File: src/rtl/bounce_gen.sv
// bounce_gen: mechanical-switch emulator; turns a clean level request into a
// pseudo-random bounce burst followed by a stable, settled level.
module bounce_gen #(
    parameter int          BOUNCE_CYCLES = 16,
    parameter int          NBOUNCES      = 6,
    parameter int          SETTLE_CYCLES = 64,
    parameter int          NBITS         = 16,
    parameter logic [15:0] LFSR_SEED     = 16'hACE1
) (
    input  logic       clk_in,
    input  logic       RST_in,
    input  logic       level_in,
    output logic       sig_out,
    output logic       busy_out,
    output logic       settled_out,
    output logic [7:0] bounce_cnt_out
);
    typedef enum logic [1:0] {IDLE, BOUNCE, SETTLE} state_t;
    state_t           state, state_n;
    logic [15:0]      lfsr, lfsr_n;
    logic [NBITS-1:0] ivl, ivl_n, settle, settle_n, load;
    logic             target, target_n, sig_n, settled_n;
    logic [7:0]       cnt_n;
    if (NBOUNCES % 2 != 0 || NBOUNCES < 2 || NBOUNCES > 255) begin : g_bad_nbounces
        $error("bounce_gen: NBOUNCES must be even and within 2..255");
    end
    if (BOUNCE_CYCLES < 2 || (BOUNCE_CYCLES & (BOUNCE_CYCLES - 1)) != 0) begin : g_bad_bounce
        $error("bounce_gen: BOUNCE_CYCLES must be a power of 2, >= 2");
    end
    if (LFSR_SEED == 16'h0) begin : g_bad_seed
        $error("bounce_gen: LFSR_SEED must be nonzero");
    end
    // Galois form of x^16+x^14+x^13+x^11+1, shifting right
    assign lfsr_n   = {1'b0, lfsr[15:1]} ^ (lfsr[0] ? 16'hB400 : 16'h0000);
    assign load     = NBITS'(lfsr & 16'(BOUNCE_CYCLES - 1)) + NBITS'(1);
    assign busy_out = state != IDLE;
    always_comb begin
        state_n   = state;
        target_n  = target;
        sig_n     = sig_out;
        cnt_n     = bounce_cnt_out;
        ivl_n     = ivl;
        settle_n  = settle;
        settled_n = 1'b0;
        case (state)
            IDLE: if (level_in != target) begin
                target_n = level_in;
                sig_n    = level_in;
                cnt_n    = 8'd0;
                ivl_n    = load;
                state_n  = BOUNCE;
            end
            BOUNCE: if (ivl == NBITS'(1)) begin
                sig_n = ~sig_out;
                cnt_n = bounce_cnt_out + 8'd1;
                ivl_n = load;
                // even toggle count leaves sig_out back on target here
                if (bounce_cnt_out == 8'(NBOUNCES - 1)) begin
                    state_n  = SETTLE;
                    settle_n = NBITS'(SETTLE_CYCLES);
                end
            end else ivl_n = ivl - NBITS'(1);
            SETTLE: if (settle == NBITS'(1)) begin
                settled_n = 1'b1;
                state_n   = IDLE;
            end else settle_n = settle - NBITS'(1);
            default: state_n = IDLE;
        endcase
    end
    always_ff @(posedge clk_in or posedge RST_in) begin
        if (RST_in) begin
            state          <= IDLE;
            lfsr           <= LFSR_SEED;
            ivl            <= '0;
            settle         <= '0;
            target         <= 1'b0;
            sig_out        <= 1'b0;
            settled_out    <= 1'b0;
            bounce_cnt_out <= 8'd0;
        end else begin
            state          <= state_n;
            lfsr           <= lfsr_n;
            ivl            <= ivl_n;
            settle         <= settle_n;
            target         <= target_n;
            sig_out        <= sig_n;
            settled_out    <= settled_n;
            bounce_cnt_out <= cnt_n;
        end
    end
endmodule

File: config.mk
export PLATFORM = sky130hd
export DESIGN_NAME = bounce_gen
export DESIGN_NICKNAME = d
export VERILOG_FILES = /design/src/rtl/bounce_gen.sv
export SDC_FILE = /design/constraint.sdc
export NUM_CORES = 1
export LEC_CHECK = 0
export CELL_PAD_IN_SITES_DETAIL_PLACEMENT = 2
export CELL_PAD_IN_SITES_GLOBAL_PLACEMENT = 2
export CORE_MARGIN = 3
export CORE_UTILIZATION = 35
export CTS_BUF_LIST = sky130_fd_sc_hd__clkbuf_4 sky130_fd_sc_hd__clkbuf_8
export DETAILED_ROUTE_END_ITERATION = 16
export PLACE_DENSITY = 0.74
export SYNTH_ARGS = -nofsm -noshare
export SYNTH_HDL_FRONTEND = slang
export SYNTH_SLANG_ARGS = --single-unit
File: constraint.sdc
create_clock -name clk_in -period 5.4 [get_ports clk_in]
set_input_delay 1.35 -clock clk_in [delete_from_list [all_inputs] [get_ports clk_in]]
set_output_delay 1.35 -clock clk_in [all_outputs]
set_load 0.05 [all_outputs]
==> metrics <==
number of global-route vias before repair=between 2k and 2.5k; Data arrival, critical path=approximately 1900 ps; Mapped Area=about 2900 um2; Pwr Density=251 nW/um2; peak supply drop=0.116 mV; Routed WL=7090 um; Ports=14; worst endpoint required time=4050 ps; P&R area growth vs syn=14.0%; dpl ws=~1900 ps; Initial Utilization=a little under two fifths; Most used DFF post-synth=dfrtp_1; largest family of logic cells by synthesized area=simple AND/OR/NAND/NOR gates; startpoint types=register; Worst-path clk slew=70 ps; ANT cells=0; number of CTS-inserted buffers=9; final hold viol count=0; sequential power share=roughly 55%; synthesized instance count=about 280; Syn Area/Cell=10.4 um2; Die ar.=~9400 um2; first-pass GRT wire length=around 12,000 um; Comb pwr share=roughly 1.5%; Final Setup Violations=0; Sw Share=approximately 23%; crit-path max FO=11; drt pass-1 iters=4; initial drt markers=47; post-synthesis mux area share=0.388%; vias per std cell=approximately 5.5; Die Y=between 90 and 100 um; Post-CTS Hold Buffers=0; Synth top area share=~46%; Resize count post-CTS=0; Leakage=about 1.4 nW; fill cell count=839; post-route ant nets=0; DRC=0; pin count of the biggest net entering global routing=between 40 and 50; # rows=32; TritonCTS clock tree=done; leading area contributor after synthesis=dfrtp_1; initial antenna violation count=0; setup_tns=0 ps; CP peak stage delay=800 ps; layout cell share with drive strength beyond 1=between 10% and 20%; clock share of power=43.5%; min Tclk post-route=~3300 ps; total congestion overflow=0; adder-cell share of the synthesized area=a little over 3%; WL/cell=17.6 um; Crit. End Element=output port; clock latency on the worst-skew pair=~340 ps; die width=97.1 um; Slew headroom=approximately a third; Peak Freq=0.305 GHz; Net Switching=0.191 mW; RSZ-0062 raised after global routing=no; Slew Limit Fails=0; Final HPWL DP=around 4800 um; Post-CTS Repair Setup Buffers=0; Fin Clk Skew=around 14 ps; Setup WS post-layout=about 2100 ps; simple-gate portion of the synthesized area=about a quarter; WS Path Type=reg2out; Synth cell types=46; FF/Latch Area=1540 um2; Int Power=0.640 mW; nets=between 300 and 400; clk buf depth=2; Root Driver=clkbuf_8; worst-path cell chain=nor2_1 -> inv_1 -> clkdlybuf4s50_1; area of the multi-input gates=about 1300 um2; asr flop ratio synth=100%; CTS sink cnt=61; H-tree Lvls=3; syn nets=between 200 and 300; Ys Warns=0; number of synthesized flops with an enable pin=0; max_cap viols=0; Placer Congestion=~0.74; global router's overall resource usage=16.3%; Buffers on Ports=13; worst slew pin tran=roughly 1000 ps; slowest stage cell, crit path=clkdlybuf4s50_1; XOR/XNOR Fraction of Synth Area=8.14%; outcome=finished, final reports clean; register area share after synthesis=about 53%; main area contributors after synthesis=dfrtp_1, dfstp_2, xor2_1, nor2_1, xnor2_1; Core Area=7890 um2; Hold WC Path Type=reg2reg; Synth Area in Compound Gates=9.05%; vias post-DR=2,208; register bit count reported by yosys=about 60; final worst path period share=about three fifths
==> metrics by stage <==
| stage | util [%] | hold slack [ps] | power, mW | std cells | area [um2] |
|---|---|---|---|---|---|
| after global routing | 42.0 | 355 | 0.870 | 403 | 3310 |
| after global placement | 39.8 | 336 | 0.479 | 387 | 3140 |
| after CTS | 42.0 | 352 | 0.846 | 403 | 3310 |
| after detailed placement | 39.8 | 336 | 0.479 | 387 | 3140 |
| final | 42.0 | 349 | 0.831 | 403 | 3310 |
| after floorplan | - | 331 | 0.473 | 279 | 2900 |
==> worst paths after layout <==
| path | from | to | slack [ps] | cells past startpoint |
|---|---|---|---|---|
| hold / removal | lfsr[9] | lfsr[8] | 350 | 0 |
| setup reg to reg | ivl[12] | settle[1] | 2480 | 5 |
| min in group asynchronous | RST_in | settle[12] | 1340 | 2 |
| max in group asynchronous | RST_in | lfsr[15] | 3130 | 3 |
| hold reg to reg | lfsr[9] | lfsr[8] | 350 | 0 |
| setup / recovery | state[0] | busy_out | 2120 | 3 |
==> flip-flops by register name, summed over array words and instances (netlist names) <==
name            flops
ivl                16
lfsr               16
settle             16
bounce_cnt_out      8
state               2
settled_out         1
sig_out             1
target              1
==> cell type report <==
type,instances,area share [%]
inverter,8,0.907
multi-input combinational,201,39.2
timing repair buffer,15,4.38
tap,102,3.85
clock buffer,11,4.38
sequential,61,46.4
clock inverter,5,0.831
==> worst max-delay path: cells and delay by family, from the launching register on <==
family	cells	cell delay, ps
buffers and inverters	2	890
flip-flops	1	550
AND/OR/NAND/NOR	1	150
==> metal layers <==
metal | GRT usage, % | routed length, um | vias up
met3 | 3.59 | 151 | 6
li1 | - | - | 1051
met5 | 0 | 0 | -
met4 | 4.86 | 59 | 0
met2 | 26.3 | 3420 | 13
met1 | 22.0 | 3470 | 1138
==> Yosys cell counts (all sizes together), types with 9 or more instances <==
master  number
nor4        11
or3          9
nand3       12
nor2        29
nand2       18
nor3        15
dfrtp       53
xor2        16
xnor2       11
o21ai       13
a21oi       10
==> layout by cell type (no fill, tap or decap), types with 5 or more instances in the layout <==
cell type,count
or3_1,9
clkbuf_8,10
o21ai_0,12
xnor2_1,11
a21oi_1,10
nor2_1,29
or4_1,8
dfrtp_1,53
inv_1,7
nor4_1,10
xor2_1,16
nand2_1,18
nand3_1,12
nand4_1,5
dfstp_2,8
clkdlybuf4s50_1,13
nor3_1,14
ha_1,7
==> logic make-up after synthesis <==
| group | after synthesis |
|---|---|
| AO/OA/AOI/OAI | 42 |
| XOR/XNOR | 27 |
| adder cells (fa/ha/maj) | 7 |
| buffers and inverters | 17 |
| flip-flops | 61 |
| multiplexers | 1 |
| AND/OR/NAND/NOR | 124 |
==> power by group through the flow <==
stage	clock network [mW]	registers [mW]	logic (mW)
after global routing	0.399	0.457	0.0146
after floorplan	0	0.466	0.00747
after detailed placement	0	0.466	0.0135
after CTS	0.375	0.457	0.0135
final	0.362	0.457	0.0125
after global placement	0	0.466	0.0131
(Power assumes the default switching activity.)
